$ cat src/rtl/if_fetch_stage_pkg.sv
// Shared pipeline definitions for the instruction-fetch stage: the fetch
// state encoding, the NOP word, the default PC increment and the IF/ID
// bundle that travels from fetch into decode.
package if_fetch_stage_pkg;

    typedef enum logic [1:0] {
        IDLE = 2'd0,
        REQ  = 2'd1,
        HOLD = 2'd2,
        DROP = 2'd3
    } fetch_state_t;

    localparam logic [31:0] NOP_WORD     = 32'h0000_0000;
    localparam logic [31:0] PC_STEP_WORD = 32'd4;

    typedef struct packed {
        logic        valid;
        logic [31:0] pc;
        logic [31:0] pc4;
        logic [31:0] instr;
    } ifid_t;

    // Builds a valid IF/ID record for a fetched word; pc4 wraps modulo 2^32.
    function automatic ifid_t make_ifid(input logic [31:0] pc,
                                        input logic [31:0] step,
                                        input logic [31:0] instr);
        ifid_t rec;
        rec.valid = 1'b1;
        rec.pc    = pc;
        rec.pc4   = pc + step;
        rec.instr = instr;
        return rec;
    endfunction

endpackage

$ cat src/rtl/if_fetch_stage_if.sv
// Instruction-memory request/acknowledge bus. The fetch stage is the
// master (drives request and address); instruction memory is the slave.
interface if_fetch_stage_if;

    logic        imem_req;
    logic [31:0] imem_addr;
    logic        imem_ack;
    logic [31:0] imem_rdata;

    modport master (
        output imem_req,
        output imem_addr,
        input  imem_ack,
        input  imem_rdata
    );

    modport slave (
        input  imem_req,
        input  imem_addr,
        output imem_ack,
        output imem_rdata
    );

endinterface

$ cat src/rtl/if_fetch_stage_hold_buf.sv
// if_hold_buf: single-entry holding buffer that parks a fetched IF/ID
// record while decode is stalled. Clear wins over load.
module if_hold_buf
    import if_fetch_stage_pkg::*;
(
    input  logic  clock,
    input  logic  reset,
    input  logic  load,
    input  logic  clear,
    input  ifid_t din,
    output ifid_t dout,
    output logic  valid
);

    ifid_t entry_q;
    logic  valid_q;

    // Capture a record on load, drop it on clear, empty out of reset.
    always_ff @(posedge clock or negedge reset) begin
        if (!reset) begin
            entry_q <= '{valid: 1'b0, pc: 32'h0, pc4: 32'h0, instr: NOP_WORD};
            valid_q <= 1'b0;
        end else if (clear) begin
            valid_q <= 1'b0;
        end else if (load) begin
            entry_q <= din;
            valid_q <= 1'b1;
        end
    end

    assign dout  = entry_q;
    assign valid = valid_q;

endmodule

$ cat src/rtl/if_fetch_stage.sv
// if_fetch_stage: instruction-fetch stage between the PC register and the
// IF/ID pipeline register. Runs one outstanding req/ack transaction at a
// time, parks a word in a holding buffer while decode stalls, and squashes
// on branch/jump flush (an in-flight request is drained in DROP).
// Optional build macro IF_FETCH_PERF_CNT_EN adds fetch/stall counters.
module if_fetch_stage
    import if_fetch_stage_pkg::*;
#(
    parameter logic [31:0] NOP_INSTR = NOP_WORD,
    parameter logic [31:0] PC_STEP   = PC_STEP_WORD
) (
    input  logic                    clock,
    input  logic                    reset,
    input  logic [31:0]             pc_in,
    input  logic                    flush,
    input  logic                    id_stall,
    if_fetch_stage_if.master        imem,
    output logic                    if_stall,
    output logic                    id_valid,
    output logic [31:0]             id_pc,
    output logic [31:0]             id_pc4,
    output logic [31:0]             id_instr
`ifdef IF_FETCH_PERF_CNT_EN
    ,
    output logic [31:0]             perf_fetch_cnt,
    output logic [31:0]             perf_stall_cnt
`endif
);

    fetch_state_t state_q;
    fetch_state_t state_d;
    logic [31:0]  addr_q;
    ifid_t        ifid_q;
    ifid_t        ifid_d;
    ifid_t        fetched;
    ifid_t        hold_dout;
    logic         hold_valid;
    logic         hold_load;
    logic         hold_clear;
    logic         req_c;
    logic [31:0]  addr_c;
    logic         stall_c;

    assign fetched = make_ifid(pc_in, PC_STEP, imem.imem_rdata);

    if_hold_buf u_hold_buf (
        .clock (clock),
        .reset (reset),
        .load  (hold_load),
        .clear (hold_clear),
        .din   (fetched),
        .dout  (hold_dout),
        .valid (hold_valid)
    );

    // Next-state, memory request and IF/ID update; flush overrides the rest.
    always_comb begin
        state_d    = state_q;
        ifid_d     = ifid_q;
        hold_load  = 1'b0;
        hold_clear = 1'b0;
        req_c      = 1'b0;
        addr_c     = addr_q;
        stall_c    = 1'b1;

        case (state_q)
            IDLE: begin
                state_d = REQ;
            end
            REQ: begin
                req_c  = 1'b1;
                addr_c = pc_in;
                if (imem.imem_ack && !id_stall) begin
                    ifid_d  = fetched;
                    stall_c = 1'b0;
                end else if (imem.imem_ack) begin
                    hold_load = 1'b1;
                    state_d   = HOLD;
                end else if (!id_stall) begin
                    ifid_d.valid = 1'b0;
                    ifid_d.instr = NOP_INSTR;
                end
            end
            HOLD: begin
                if (!id_stall && hold_valid) begin
                    ifid_d     = hold_dout;
                    hold_clear = 1'b1;
                    stall_c    = 1'b0;
                    state_d    = REQ;
                end
            end
            DROP: begin
                req_c  = 1'b1;
                addr_c = addr_q;
                if (imem.imem_ack) begin
                    state_d = REQ;
                end
            end
            default: begin
                state_d = IDLE;
            end
        endcase

        if (flush) begin
            ifid_d       = ifid_q;
            ifid_d.valid = 1'b0;
            ifid_d.instr = NOP_INSTR;
            hold_load    = 1'b0;
            hold_clear   = 1'b1;
            stall_c      = 1'b0;
            case (state_q)
                REQ:     state_d = imem.imem_ack ? REQ : DROP;
                DROP:    state_d = DROP;
                default: state_d = REQ;
            endcase
        end
    end

    // Fetch state, in-flight address and the IF/ID register.
    always_ff @(posedge clock or negedge reset) begin
        if (!reset) begin
            state_q <= IDLE;
            addr_q  <= 32'h0;
            ifid_q  <= '{valid: 1'b0, pc: 32'h0, pc4: 32'h0, instr: NOP_INSTR};
        end else begin
            state_q <= state_d;
            ifid_q  <= ifid_d;
            if (state_q == REQ) begin
                addr_q <= pc_in;
            end
        end
    end

    assign imem.imem_req  = req_c;
    assign imem.imem_addr = addr_c;
    assign if_stall       = stall_c;
    assign id_valid       = ifid_q.valid;
    assign id_pc          = ifid_q.pc;
    assign id_pc4         = ifid_q.pc4;
    assign id_instr       = ifid_q.instr;

`ifdef IF_FETCH_PERF_CNT_EN
    logic fetch_inc;
    logic stall_inc;

    assign fetch_inc = !flush &&
                       (((state_q == REQ) && imem.imem_ack && !id_stall) ||
                        ((state_q == HOLD) && hold_valid && !id_stall));
    assign stall_inc = stall_c && (state_q != IDLE);

    // Free-running performance counters for delivered fetches and stall cycles.
    always_ff @(posedge clock or negedge reset) begin
        if (!reset) begin
            perf_fetch_cnt <= 32'h0;
            perf_stall_cnt <= 32'h0;
        end else begin
            if (fetch_inc) begin
                perf_fetch_cnt <= perf_fetch_cnt + 32'd1;
            end
            if (stall_inc) begin
                perf_stall_cnt <= perf_stall_cnt + 32'd1;
            end
        end
    end
`endif

endmodule

$ cat src/flat_wrapper.sv
// flat-port wrapper written by rule: the top's interface ports become plain ports
module if_fetch_stage_flat import if_fetch_stage_pkg::*;
#(
    parameter logic [31:0] NOP_INSTR = NOP_WORD,
    parameter logic [31:0] PC_STEP   = PC_STEP_WORD
)
  (clock, reset, pc_in, flush, id_stall, if_stall, id_valid, id_pc, id_pc4, id_instr, imem_imem_req, imem_imem_addr, imem_imem_ack, imem_imem_rdata);
  if_fetch_stage_if imem_i ();
  input  logic clock;
  input  logic reset;
  input  logic [31:0] pc_in;
  input  logic flush;
  input  logic id_stall;
  output logic if_stall;
  output logic id_valid;
  output logic [31:0] id_pc;
  output logic [31:0] id_pc4;
  output logic [31:0] id_instr;
  output wire logic [$bits(imem_i.imem_req)-1:0] imem_imem_req;
  output wire logic [$bits(imem_i.imem_addr)-1:0] imem_imem_addr;
  input wire logic [$bits(imem_i.imem_ack)-1:0] imem_imem_ack;
  input wire logic [$bits(imem_i.imem_rdata)-1:0] imem_imem_rdata;
  assign imem_imem_req = imem_i.imem_req;
  assign imem_imem_addr = imem_i.imem_addr;
  assign imem_i.imem_ack = imem_imem_ack;
  assign imem_i.imem_rdata = imem_imem_rdata;
  if_fetch_stage #(.NOP_INSTR(NOP_INSTR), .PC_STEP(PC_STEP)) u_core (.clock(clock), .reset(reset), .pc_in(pc_in), .flush(flush), .id_stall(id_stall), .imem(imem_i), .if_stall(if_stall), .id_valid(id_valid), .id_pc(id_pc), .id_pc4(id_pc4), .id_instr(id_instr));
endmodule
$ cat config.mk
export PLATFORM = sky130hd
export DESIGN_NAME = if_fetch_stage_flat
export DESIGN_NICKNAME = d
export VERILOG_FILES = /design/src/rtl/if_fetch_stage_pkg.sv /design/src/rtl/if_fetch_stage_if.sv /design/src/rtl/if_fetch_stage_hold_buf.sv /design/src/rtl/if_fetch_stage.sv /design/src/flat_wrapper.sv
export SDC_FILE = /design/constraint.sdc
export NUM_CORES = 1
export LEC_CHECK = 0
export CAP_MARGIN = 10
export CORE_MARGIN = 4
export CORE_UTILIZATION = 45
export CTS_BUF_LIST = sky130_fd_sc_hd__clkbuf_8
export CTS_CLUSTER_DIAMETER = 100
export DETAILED_ROUTE_END_ITERATION = 7
export PLACE_DENSITY = 0.75
export SKIP_LAST_GASP = 1
export SLEW_MARGIN = 0
export SYNTH_ARGS = -nofsm -noshare
export SYNTH_HDL_FRONTEND = slang
export SYNTH_SLANG_ARGS = --single-unit
$ cat constraint.sdc
create_clock -name clock -period 4.93 [get_ports clock]
set_input_delay 0.7395 -clock clock [delete_from_list [all_inputs] [get_ports clock]]
set_output_delay 0.7395 -clock clock [all_outputs]
set_load 0.005 [all_outputs]
==> reports/results.ini <==
[setup_path]
critical_path_class=register to output pin
endpoint_kind=output pin
reg2regPathDepth=6
cp.arrival_ps=3010
startpoint_type=register
critPathRequiredTime_ps=4190
cp_max_fo=41
r2r_setup_slack_ps=1730
rr_startpoint=u_core.state_q[0]
timing.rr.end=u_core.id_instr[12]

[clock_network]
root_buffer=clkbuf_8
cts_sinks=225
cts.hold.buffers_added=0
cts_tree=done
insertion_delay_ps=530
numCtsBuffers=39
post_cts_resized=0
post-cts-setup-buffers=0
path_clk_slew_ps=60
cts_buffer_depth=3
htreeDepth=2

[final_layout]
final_nets=1148
final_common_cell=dfrtp_1
drive_above_1_share=0.159
final_cell_count_no_fill=1381
syn_to_final_growth_pct=28.2
n_antenna_cell=0
final_cell_mix=dfrtp_1 (225), clkdlybuf4s50_1 (198), nand2_1 (136)

[route]
vias_per_cell=5.35
route.met2.wl_um=11900
drt-pass1-iter-count=5
drt-met1-wl_um=10800
vias=7393
route.met3.wl_um=1520
wl_per_cell_um=17.9
antenna_left=0
drt_iter0_markers=407
highest_layer=met4
drc=0
wl_um=24700

[power]
combPwrFrac=0.374
p_switching_mw=2.35
power_density_nw_per_um2=577
pwr-share-clk=0.218
swShare=0.313
p_leak_nw=5.47
seqPwrFrac=0.408
power.internal_mw=5.15
peakVddDrop_v=0.000345

[yosys]
synthesis.nets=974
synth_edf_count=0
synth.distinct_cells=51
synthesis.area_um2=10100
ys_seq_area_frac=0.556
yosysWarningCount=0
synthArstFlopShare=1.00
synth-seq-cells=225
yosysTopAreaCell=dfrtp_1
synthTopCellsByArea=dfrtp_1 (56%), mux2_2 (11%), mux2i_1 (6.8%)
synthesis.instances=901
syn_area_per_cell_um2=11.2
synth_top_area_frac=0.556
ys.flop_type=dfrtp_1

[sta]
drv_slew=0
hold_slack_ps=216
fin_crit_ps=3750
grt_setup_unrepaired=no
period_share=0.760
fmax_mhz=267
worstMarginPinSlew_ps=1050
max_slew_margin=0.298
fin_ws_ps=1180
tns_ps=0
skew_ps=28.3
finalSetupViolations=0
hold_viol=0

[die]
placementRows=54
die_h_um=158
die_x_um=158
io_pins=200
core_um2=22000
initial_utilization=0.461
dieArea_um2=25000

[global_routing]
antenna_found_initial=0
first_global_vias=7497
grt_use_total=0.198
grt-ovfl-total=0
grt_start_max_net_pins=101
grt_pass1_wl_um=39700

[placed_design]
dp_slack_ps=1530
dp.cells=1314
portBuffers=199
post-dp-hpwl_um=16300
gp_congestion=0.820

[run_status]
status=finished, final reports clean

[flow_run]
maxCapViolations=0

[worst_hold_path]
hp-class=primary input to async pin

-- through the flow --
| step | area (um^2) | util | total power [mW] |
|---|---|---|---|
| after floorplan | 10100 | - | 4.49 |
| after global placement | 12200 | 0.557 | 5.83 |
| after detailed placement | 12200 | 0.557 | 5.92 |
| after CTS | 13000 | 0.591 | 7.60 |
| after global routing | 13000 | 0.591 | 8.03 |
| final | 13000 | 0.591 | 7.49 |
-- area by class of cell --
| cell class | instances | area [um^2] |
|---|---|---|
| Clock inverter | 18 | 80.1 |
| Sequential cell | 225 | 5630 |
| Timing Repair Buffer | 206 | 2060 |
| Tap cell | 280 | 350 |
| Multi-Input combinational cell | 585 | 4110 |
| Fill cell | 1828 | 8980 |
| Inverter | 18 | 67.6 |
| Clock buffer | 49 | 674 |
-- how the worst max path moves through the flow --
stage	start	end	slack, ps	depth (start not counted)
finish	u_core.state_q[0]	if_stall	1180	5
global route	u_core.state_q[0]	if_stall	960	5
CTS	u_core.state_q[0]	if_stall	1090	5
detailed placement	id_stall	u_core.id_pc4[31]	1530	6
global placement	id_stall	u_core.id_pc4[31]	1610	6
floorplan	u_core.state_q[1]	imem_imem_addr[10]	2540	5
-- logic make-up after synthesis --
kind of cell             Yosys count  synth area share
AND/OR/NAND/NOR                  233             0.105
AO/OA/AOI/OAI                    159            0.0955
XOR/XNOR                          18            0.0156
adder cells (fa/ha/maj)            4           0.00494
flip-flops                       225             0.556
buffers and inverters             91            0.0413
multiplexers                     171             0.182
-- power groups by stage --
stage          combinational [mW]  sequential [mW]  clock [mW]
4_1_cts                      2.86             3.06        1.68
5_1_grt                      3.11             3.15        1.77
2_1_floorplan                1.47             3.02           0
6_report                     2.81             3.06        1.63
3_3_place_gp                 2.78             3.05           0
3_5_place_dp                 2.84             3.08           0
-- routing by layer --
metal  up-vias  track usage
li1       3507            -
met1      3648        0.265
met2       198        0.320
met3        40       0.0484
met4         0       0.0609
met5         -            0
-- sequential cells by signal (all words and copies together) (netlist names) --
register	count
u_core.state_q	2
u_core.id_pc4	32
u_core.id_pc	30
u_core.u_hold_buf.dout	95
u_core.id_valid	1
u_core.addr_q	32
u_core.u_hold_buf.valid	1
u_core.id_instr	32
-- critical path, cell delays in order (launching register included) --
cell	delay (ps)
dfrtp_1	410
inv_1	110
ha_4	650
o21ai_0	480
a21oi_1	300
clkdlybuf4s50_1	540
-- synth_stat cells (5+ instances only) --
cell	count
buf_4	7
nand2b_1	5
o31ai_1	33
nor2_1	21
buf_2	11
inv_1	17
xnor2_1	9
mux2i_1	69
mux2_2	102
nand3_1	9
and3_1	6
nand4_1	9
nor4_1	8
clkbuf_1	42
xor2_1	9
buf_1	5
o31a_1	8
nand2_1	137
a21oi_1	20
nor3_1	20
dfrtp_1	225
o21ai_0	77
Note: power is estimated with default switching activity, not from simulation.
